File: src/rtl/pmp_pkg.sv
// Shared types and constants for the PMP-checked data-memory access stage.
//   - pmp_state_e  : access FSM states
//   - PERM_*       : bit positions inside a region's 4-bit permission field {L,W,R,EN}
//   - CAUSE_*      : RISC-V access-fault exception codes
//   - pmp_region_t : one protection region (base, limit, perm)
package pmp_pkg;

  localparam int PMP_ADDR_W = 32;

  typedef enum logic [2:0] {
    ST_IDLE  = 3'd0,
    ST_CHECK = 3'd1,
    ST_REQ   = 3'd2,
    ST_DONE  = 3'd3,
    ST_FAULT = 3'd4
  } pmp_state_e;

  localparam int PERM_EN = 0;
  localparam int PERM_R  = 1;
  localparam int PERM_W  = 2;
  localparam int PERM_L  = 3;

  localparam logic [3:0] CAUSE_LOAD_FAULT  = 4'd5;
  localparam logic [3:0] CAUSE_STORE_FAULT = 4'd7;

  typedef struct packed {
    logic [PMP_ADDR_W-1:0] base;
    logic [PMP_ADDR_W-1:0] limit;
    logic [3:0]            perm;
  } pmp_region_t;

endpackage

File: src/rtl/pmp_checker.sv
// Combinational permission check for one access against the region table.
// Ports:
//   regions_i  : region table (index 0 has highest priority)
//   addr_i     : effective address of the access
//   is_store_i : 1 = store, 0 = load
//   priv_m_i   : 1 = machine mode, 0 = user mode
//   grant_o    : access allowed
module pmp_checker
  import pmp_pkg::*;
#(
  parameter int NUM_REGIONS = 4,
  parameter int ADDR_W      = PMP_ADDR_W
) (
  input  pmp_region_t       regions_i [NUM_REGIONS],
  input  logic [ADDR_W-1:0] addr_i,
  input  logic              is_store_i,
  input  logic              priv_m_i,
  output logic              grant_o
);

  logic matched;

  always_comb begin
    // Default covers the no-match case: M-mode allowed, U-mode denied.
    grant_o = priv_m_i;
    matched = 1'b0;
    for (int i = 0; i < NUM_REGIONS; i++) begin
      // base >= limit can never satisfy both bounds, so empty regions never match.
      if (!matched && regions_i[i].perm[PERM_EN] &&
          (addr_i >= regions_i[i].base) && (addr_i < regions_i[i].limit)) begin
        matched = 1'b1;
        if (priv_m_i && !regions_i[i].perm[PERM_L]) begin
          grant_o = 1'b1;
        end else begin
          grant_o = is_store_i ? regions_i[i].perm[PERM_W] : regions_i[i].perm[PERM_R];
        end
      end
    end
    // Word misalignment faults regardless of any permission.
    if (addr_i[1:0] != 2'b00) begin
      grant_o = 1'b0;
    end
  end

endmodule

File: src/rtl/pmp_mem_access.sv
// PMP-checked data-memory access stage.
// Accepts a load/store from the control unit, checks it against the
// programmable protection regions, then either performs a req/ack transfer
// to data memory or raises a one-cycle access fault. Stalls the core while
// the access is in flight.
// Ports:
//   clk, rst_n                       : clock, async active-low reset
//   mem_read, mem_write, addr, wdata : access request from the core
//   priv_m                           : 1 = machine mode
//   stall                            : freeze PC/regfile
//   rdata                            : load result (valid in DONE)
//   fault, fault_cause, fault_addr   : access-fault report
//   dmem_*                           : data-memory handshake
//   cfg_*                            : region programming port
module pmp_mem_access
  import pmp_pkg::*;
#(
  parameter int ADDR_W      = 32,
  parameter int DATA_W      = 32,
  parameter int NUM_REGIONS = 4,
  parameter int TIMEOUT     = 15
) (
  input  logic              clk,
  input  logic              rst_n,
  input  logic              mem_read,
  input  logic              mem_write,
  input  logic [ADDR_W-1:0] addr,
  input  logic [DATA_W-1:0] wdata,
  input  logic              priv_m,
  output logic              stall,
  output logic [DATA_W-1:0] rdata,
  output logic              fault,
  output logic [3:0]        fault_cause,
  output logic [ADDR_W-1:0] fault_addr,
  output logic              dmem_req,
  output logic              dmem_we,
  output logic [ADDR_W-1:0] dmem_addr,
  output logic [DATA_W-1:0] dmem_wdata,
  input  logic              dmem_ack,
  input  logic [DATA_W-1:0] dmem_rdata,
  input  logic              cfg_we,
  input  logic [2:0]        cfg_idx,
  input  logic [ADDR_W-1:0] cfg_base,
  input  logic [ADDR_W-1:0] cfg_limit,
  input  logic [3:0]        cfg_perm
);

  localparam int TMO_W = $clog2(TIMEOUT + 1);

  pmp_region_t       regions_q [NUM_REGIONS];
  pmp_region_t       regions_d [NUM_REGIONS];

  pmp_state_e        state_q;
  logic [ADDR_W-1:0] addr_q;
  logic [DATA_W-1:0] wdata_q;
  logic              store_q;
  logic              priv_q;
  logic [TMO_W-1:0]  tmo_q;
  logic [DATA_W-1:0] rdata_q;
  logic              fault_q;
  logic [3:0]        cause_q;
  logic [ADDR_W-1:0] faddr_q;
  logic              req_q;
  logic              we_q;
  logic [ADDR_W-1:0] daddr_q;
  logic [DATA_W-1:0] dwdata_q;

  logic              access_req;
  logic              grant;

  assign access_req = mem_read | mem_write;

  // Region programming: locked regions and out-of-range indices are ignored.
  always_comb begin
    regions_d = regions_q;
    if (cfg_we) begin
      for (int i = 0; i < NUM_REGIONS; i++) begin
        if ((cfg_idx == 3'(i)) && !regions_q[i].perm[PERM_L]) begin
          regions_d[i].base  = cfg_base;
          regions_d[i].limit = cfg_limit;
          regions_d[i].perm  = cfg_perm;
        end
      end
    end
  end

  always_ff @(posedge clk or negedge rst_n) begin
    if (!rst_n) begin
      for (int i = 0; i < NUM_REGIONS; i++) begin
        regions_q[i] <= '0;
      end
    end else begin
      regions_q <= regions_d;
    end
  end

  // The check sees the latched access and the region table as registered,
  // so a config write in the CHECK cycle only affects later accesses.
  pmp_checker #(
    .NUM_REGIONS (NUM_REGIONS),
    .ADDR_W      (ADDR_W)
  ) u_checker (
    .regions_i  (regions_q),
    .addr_i     (addr_q),
    .is_store_i (store_q),
    .priv_m_i   (priv_q),
    .grant_o    (grant)
  );

  always_ff @(posedge clk or negedge rst_n) begin
    if (!rst_n) begin
      state_q  <= ST_IDLE;
      addr_q   <= '0;
      wdata_q  <= '0;
      store_q  <= 1'b0;
      priv_q   <= 1'b0;
      tmo_q    <= '0;
      rdata_q  <= '0;
      fault_q  <= 1'b0;
      cause_q  <= '0;
      faddr_q  <= '0;
      req_q    <= 1'b0;
      we_q     <= 1'b0;
      daddr_q  <= '0;
      dwdata_q <= '0;
    end else begin
      case (state_q)
        ST_IDLE: begin
          if (access_req) begin
            state_q <= ST_CHECK;
            addr_q  <= addr;
            wdata_q <= wdata;
            // Simultaneous read and write is handled as a store.
            store_q <= mem_write;
            priv_q  <= priv_m;
          end
        end
        ST_CHECK: begin
          if (grant) begin
            state_q  <= ST_REQ;
            req_q    <= 1'b1;
            we_q     <= store_q;
            daddr_q  <= addr_q;
            dwdata_q <= wdata_q;
            tmo_q    <= '0;
          end else begin
            state_q <= ST_FAULT;
            fault_q <= 1'b1;
            cause_q <= store_q ? CAUSE_STORE_FAULT : CAUSE_LOAD_FAULT;
            faddr_q <= addr_q;
          end
        end
        ST_REQ: begin
          // tmo_q counts ack-less REQ cycles; an ack in the cycle where it
          // already equals TIMEOUT still wins over the bus fault.
          if (dmem_ack) begin
            state_q <= ST_DONE;
            req_q   <= 1'b0;
            we_q    <= 1'b0;
            if (!store_q) begin
              rdata_q <= dmem_rdata;
            end
          end else if (tmo_q == TMO_W'(TIMEOUT)) begin
            state_q <= ST_FAULT;
            req_q   <= 1'b0;
            we_q    <= 1'b0;
            fault_q <= 1'b1;
            cause_q <= store_q ? CAUSE_STORE_FAULT : CAUSE_LOAD_FAULT;
            faddr_q <= addr_q;
          end else begin
            tmo_q <= tmo_q + TMO_W'(1);
          end
        end
        ST_DONE: begin
          state_q <= ST_IDLE;
        end
        ST_FAULT: begin
          state_q <= ST_IDLE;
          fault_q <= 1'b0;
        end
        default: begin
          state_q <= ST_IDLE;
        end
      endcase
    end
  end

  // Stall is released in DONE/FAULT so the core retires in that cycle.
  assign stall = ((state_q == ST_IDLE) && access_req) ||
                 (state_q == ST_CHECK) || (state_q == ST_REQ);

  assign rdata       = rdata_q;
  assign fault       = fault_q;
  assign fault_cause = cause_q;
  assign fault_addr  = faddr_q;
  assign dmem_req    = req_q;
  assign dmem_we     = we_q;
  assign dmem_addr   = daddr_q;
  assign dmem_wdata  = dwdata_q;

endmodule

File: config.mk
export PLATFORM = sky130hd
export DESIGN_NAME = pmp_mem_access
export DESIGN_NICKNAME = d
export VERILOG_FILES = /design/src/rtl/pmp_pkg.sv /design/src/rtl/pmp_checker.sv /design/src/rtl/pmp_mem_access.sv
export SDC_FILE = /design/constraint.sdc
export NUM_CORES = 1
export LEC_CHECK = 0
export ABC_CLOCK_PERIOD_IN_PS = 8300
export BUFFER_PORTS_ARGS = -buffer_cell sky130_fd_sc_hd__buf_2
export CORE_AREA = 2 2 173 243
export CTS_CLUSTER_SIZE = 10
export DETAILED_ROUTE_END_ITERATION = 10
export DIE_AREA = 0 0 175 245
export GPL_ROUTABILITY_DRIVEN = 0
export PLACE_DENSITY = 0.91
export SYNTH_ARGS = -nofsm -noshare
export SYNTH_HDL_FRONTEND = slang
export SYNTH_SLANG_ARGS = --single-unit
export TNS_END_PERCENT = 10
File: constraint.sdc
create_clock -name clk -period 8.3 [get_ports clk]
set_clock_uncertainty 0.15 [all_clocks]
set_input_delay 1.245 -clock clk [delete_from_list [all_inputs] [get_ports clk]]
set_output_delay 1.245 -clock clk [all_outputs]
set_load 0.01 [all_outputs]
Word-level counts from Yosys, hierarchy flattened
Index checks and enable logic that the tools add are counted.

cells by class
  add/subtract/negate cells = 1
  magnitude comparators = 8
  equal/unequal tests = 14
  muxes and demuxes = 44
  bitwise gates (word level) = 2
  reductions and logical operators = 46

operators by type and width
  cell                   number
  $ge A32 B32 Y1         4
  $lt A32 B32 Y1         4
  $mux W32               3
  $pmux W32 S2           1
  $mux W4                6
  $mux W1                23
  $logic_and A1 B1 Y1    20
  $pmux W4 S2            2
  $reduce_and A2 Y1      7
  $mux W3                4
  $ne A2 B2 Y1 const B   6
  $reduce_and A4 Y1      3
  $eq A3 B2 Y1 const B   3
  $pmux W3 S3            1
  $logic_not A1 Y1       7
  $eq A3 B1 Y1 const B   2
  $logic_not A3 Y1       2
  $reduce_and A3 Y1      2
  $add A4 B1 Y4 const B  1
  $eq A4 B4 Y1 const B   1
  $pmux W1 S2            2
  $reduce_bool A2 Y1     2
  $eq A3 B3 Y1 const B   1
  $ne A3 B3 Y1 const B   1
  other kinds (6)        7

storage, ports and cells
  register bits after elaboration = 480
  output and inout port bits = 136

Logic depth before layout (Yosys ltp)
  depth after elaboration = 22
  mapped depth = 14
  depth with buffers taken out = 12

Hierarchy
Synthesis repeated with hierarchy kept, for this count alone.

second synthesis, totals
  cell total of the unflattened synthesis = 2,117
  area total of the unflattened synthesis = 24,524.8 um2

by module, submodules not included
  module          instances  cells an instance  area each (um2)  seq. area each (um2)
  pmp_mem_access  1          1,199              18,094.9         11,961.5
  pmp_checker     1          918                6,429.9          0.0

Least setup slack after synthesis
Ideal clock, no wire load.

  path kind = input port to output port
  start point = input mem_write
  end point = output stall
  arrival = 2.383 ns
  data required time = 6.905 ns
  path slack = 4.522 ns
  stages on the path = 6
  cells stage by stage = nor2_1 -> nor2b_1 -> clkbuf_1 -> buf_1 -> buf_1 -> o21bai_1

on the way
  word-level cells in the longest chain between the ends = 4

ends and longest elaborated chain
  item                 RTL line               RTL
  start, declared      pmp_mem_access.sv:26   input logic mem_write,
  $or A1 B1 Y1         pmp_mem_access.sv:71   assign access_req = mem_read | mem_write;
  $logic_and A1 B1 Y1  pmp_mem_access.sv:189  assign stall = ((state_q == ST_IDLE) && access_req) ||
  $logic_or A1 B1 Y1   pmp_mem_access.sv:189
  $logic_or A1 B1 Y1   pmp_mem_access.sv:190  (state_q == ST_CHECK) || (state_q == ST_REQ);
  end, declared        pmp_mem_access.sv:30   output logic stall,

No other way between the ends.

Worst setup path after layout
  start point = register addr_q[31]
  end point = register daddr_q[14] (netlist: dmem_addr[14])

on the way
  word-level cells in the longest chain between the ends = 21
  elaborated cells on any way between the ends = 31

ends and longest elaborated chain
  item                               RTL line               RTL
  start, declared                    pmp_mem_access.sv:54   logic [ADDR_W-1:0] addr_q;
  start signal, assigned             pmp_mem_access.sv:131  addr_q <= addr;
  $ge A32 B32 Y1                     pmp_checker.sv:30      (addr_i >= regions_i[i].base) && (addr_i < regions_i[i].limit)) begin
  $logic_and A1 B1 Y1                pmp_checker.sv:29      if (!matched && regions_i[i].perm[PERM_EN] &&
  $logic_and A1 B1 Y1                pmp_checker.sv:30
  $mux W1                            pmp_checker.sv:29
  $logic_not A1 Y1                   pmp_checker.sv:29
  $logic_and A1 B1 Y1 (2 in series)  pmp_checker.sv:29
  $logic_and A1 B1 Y1                pmp_checker.sv:30
  $mux W1                            pmp_checker.sv:29
  [3 not listed]                     n/a
  $logic_and A1 B1 Y1                pmp_checker.sv:30
  $mux W1                            pmp_checker.sv:29
  $logic_not A1 Y1                   pmp_checker.sv:29
  $logic_and A1 B1 Y1 (2 in series)  pmp_checker.sv:29
  $logic_and A1 B1 Y1                pmp_checker.sv:30
  $mux W1 *                          pmp_checker.sv:29
  $mux W1 *                          pmp_checker.sv:40      if (addr_i[1:0] != 2'b00) begin
  $reduce_and A2 Y1 (no line) *      n/a
  end signal, assigned               pmp_mem_access.sv:143  daddr_q <= addr_q;
  end, declared                      pmp_mem_access.sv:65   logic [ADDR_W-1:0] daddr_q;

Mark *: on every way between the ends. The rest lies on a longest branch, timed or not.
A chain may end at the register's enable or synchronous reset.

==> results.md <==
- Adder-Cell Fraction of Synth Area: 13.07%
- Post-DRT Antenna Nets: 0
- Placed insts: 2864
- Cell family with most CP delay: simple AND/OR/NAND/NOR gates
- Hold_buf cts: 0
- Yosys warns: 0
- Sum Neg Setup Slack: 0 ns
- Avg Synthesized Cell Area: 11.71 sq um
- Via Count: roughly 18000
- Area grow syn2layout: 14.61%
- CP required: approximately 8.6 ns
- Clock latency on the worst-skew pair: 0.60 ns
- Residual DRC: 0
- Post-synth EDFFs: 0
- Synthesized area: 24230 sq um
- Final setup viols: 0
- Initial core utilization: around three fifths
- Detailed Route WL: 64020 um
- Core ar.: 40850 sq um
- Final Hold Viols: 0
- Dpl ws: 3.172 ns
- Mux contribution to synthesized area: 18.61%
- TritonCTS clock tree: built
- Post-route setup slack: 2.932 ns
- Synth Area in Simple Gates: 6.084%
- Width of the die: 175 um
- H-tree levels: 2
- Post-Syn Instances: 2068
- XOR/XNOR Fraction of Synth Area: less than 1%
- Minimum clock period: 5.368 ns
- Cell type of the slowest stage on the worst timing path: buf_4
- Die Y-Extent: between 200 and 250 um
- Most frequent cells in the layout: dfrtp_1, mux2_2, buf_2
- CP Class: reg2reg
- FFs w/ async S/R, synth: 100.0%
- Worst path max stage delay: around 0.8 ns
- Sink Count: 478
- Crit path max fanout: 62
- WP buf/inv: 1
- Share of layout cells above drive strength 1: approximately a third
- Arr. time, crit path: 5.69 ns
- Hold wc startpoint: dmem_req
- I/O Pins: 310
- Worst Setup Start Kind: register
- First-pass GRT wire length: 101400 um
- Top FF cell, synth: dfrtp_1
- VDD IR-drop max: 0.0002355 V
- Clock Path Buffers: 3
- Period utilization: 64.67%
- Port Buffer Count: 308
- Post_cts resized: 0
- Post-CTS Setup Bufs: 0
- DRT Pass-1 Iters: 5
- WL per Instance: between 20 and 25 um
- Layout net count: 2807
- Crit end category: register
- Status: completed
- Die area: 42880 sq um
- Most common cell after layout, fill and taps aside: dfrtp_1
- Reg2reg start: addr_q[31]
- Gr usage total: 30.07%
- Cell breakdown of the critical path: ha_1 -> nand3_1 -> or4_1 -> nor3_2 -> o31a_1 -> a311o_1 -> o32ai_1 -> nand4b_1 -> and4_1 -> nor2_4 -> buf_4 -> mux2_2
- Netlist cell types: 67
- Largest family of logic cells by synthesized area: multiplexers
- P_leak: approximately 14 nW
- Worst Tran Pin Value: about 1.1 ns
- Row count: 88
- Max frequency: around 0.19 GHz
- Synth Area in Compound Gates: 7.468%
- GR Overflow Total: 0
- RSZ-0062 raised after global routing: false
- Cell at the root of the clock tree: clkbuf_16
- Initial antenna violation count: 6
- Clock slew at reported path FFs: 0.05 ns
- Largest net degree at the start of global routing: 142
- 1st-iter DRT viols: 1224
- Worst min path class: reg2reg
- Post-synthesis sequential area ratio: about half
- Post-route insts no fill: ~3000
- Hold slack: 0.3304 ns
- Syn Nets: 2495
- Post-DP HPWL: between 40000 and 50000 um
- Vias in the first global route: 19470
- Vias per Instance: 6.034
- Max Cap Violations: 0
- PD cells: 372.8 nW/um^2
- Max_slew headroom: between 20% and 30%
- Worst setup startpoint: addr_q[31]
- Final Max Tran Viols: 0
- CTS Buf Count: 54
- Synthesized flop and latch total: ~480
## worst paths after layout
check | endpoint | slack (ns) | cells after the start
worst max-delay path | dmem_addr[14] | 2.93 | 12
worst min-delay path | dmem_req | 0.33 | 1
worst max register to register | dmem_addr[14] | 2.93 | 12
worst min register to register | dmem_req | 0.33 | 1
max in group asynchronous | regions_q[188] | 5.75 | 2
min in group asynchronous | fault_addr[7] | 0.59 | 1
## sequential cells by signal, summed over array words and instances (netlist names), 2 cells and up
register,cells
fault_cause,2
wdata_q,32
state_q,3
tmo_q,4
addr_q,32
rdata,32
regions_q,272
fault_addr,32
dmem_addr,32
dmem_wdata,32
## area by class of cell
| class | instances | area [sq um] |
|---|---|---|
| clock inverters | 4 | 46.29 |
| flip-flops and latches | 478 | 11960 |
| inverters | 263 | 987.2 |
| multi-input cells | 1263 | 11020 |
| diodes | 4 | 10.01 |
| clock buffers | 57 | 1394 |
| repair buffers | 320 | 1667 |
| well taps | 540 | 675.6 |
| fillers | 2680 | 13090 |
## worst reg2reg max path: stages (launching register included)
cell      delay, ns
dfrtp_1        0.54
ha_1           0.50
nand3_1        0.15
or4_1          0.68
nor3_2         0.39
o31a_1         0.21
a311o_1        0.26
o32ai_1        0.15
nand4b_1       0.27
and4_1         0.35
nor2_4         0.34
buf_4          0.78
mux2_2         0.50
## where the power goes
group          leakage [nW]  switching, W  internal (W)
registers              5.90      0.000751       0.00318
clock network         0.708      0.000897       0.00117
logic                  7.00       0.00236       0.00199
total                  13.6       0.00401       0.00634
## stage by stage
step	util (%)	cell area, sq um	power [W]
6_report	67.97	27760	0.01035
3_3_place_gp	64.42	26310	0.007772
4_1_cts	67.94	27750	0.01030
3_5_place_dp	64.42	26310	0.008112
2_1_floorplan	-	24230	0.006513
5_1_grt	67.97	27760	0.01097
## synthesized netlist by cell type, types with 3 or more instances
cell       count  area share, %
o211ai_1       9           0.28
buf_1         14           0.22
nor2_1        47           0.73
or4_1          3          0.093
nor4b_1        3           0.11
a21oi_1       80            1.7
and4_1         6           0.22
a211oi_1      14           0.43
o2111ai_1      3           0.11
a2111oi_0      3           0.11
o221ai_1       3           0.11
nor4_1         8           0.21
nand3_1       20           0.41
o21ai_0      119            2.5
o21bai_1       3          0.093
nor2b_1       19           0.49
mux2i_1        5           0.21
buf_4          9           0.28
mux2_2       361             17
nand2b_1       9           0.23
or3_1          3          0.077
dfrtp_1      478             49
nand2_1      125            1.9
inv_1        263            4.1
nand4_1       30           0.77
mux2_1        35            1.6
clkbuf_1      37           0.57
buf_6          3           0.14
a31oi_1        8           0.21
a21boi_0       3          0.093
a221oi_1       5           0.18
and2_1         3          0.077
ha_1         253             13
a31o_2         3           0.11
and3_1         5           0.13
nor3_1        14           0.29
a21o_1        20           0.62
o31ai_1        5           0.15
## metal layers
layer	vias up	part of all wire (%)	GRT usage, %
met5	-	0.037	0
met4	4	7.1	20.20
met3	286	6.8	6.444
met2	764	50	51.10
met1	8796	37	34.02
li1	7824	-	-
## cell families after synthesis
family | count (synthesis)
AO/OA/AOI/OAI | 301
XOR/XNOR | 2
adder cells (fa/ha/maj) | 253
buffers and inverters | 327
flip-flops | 478
multiplexers | 401
other | 1
AND/OR/NAND/NOR | 305
Power figures use the tool's default switching activity.
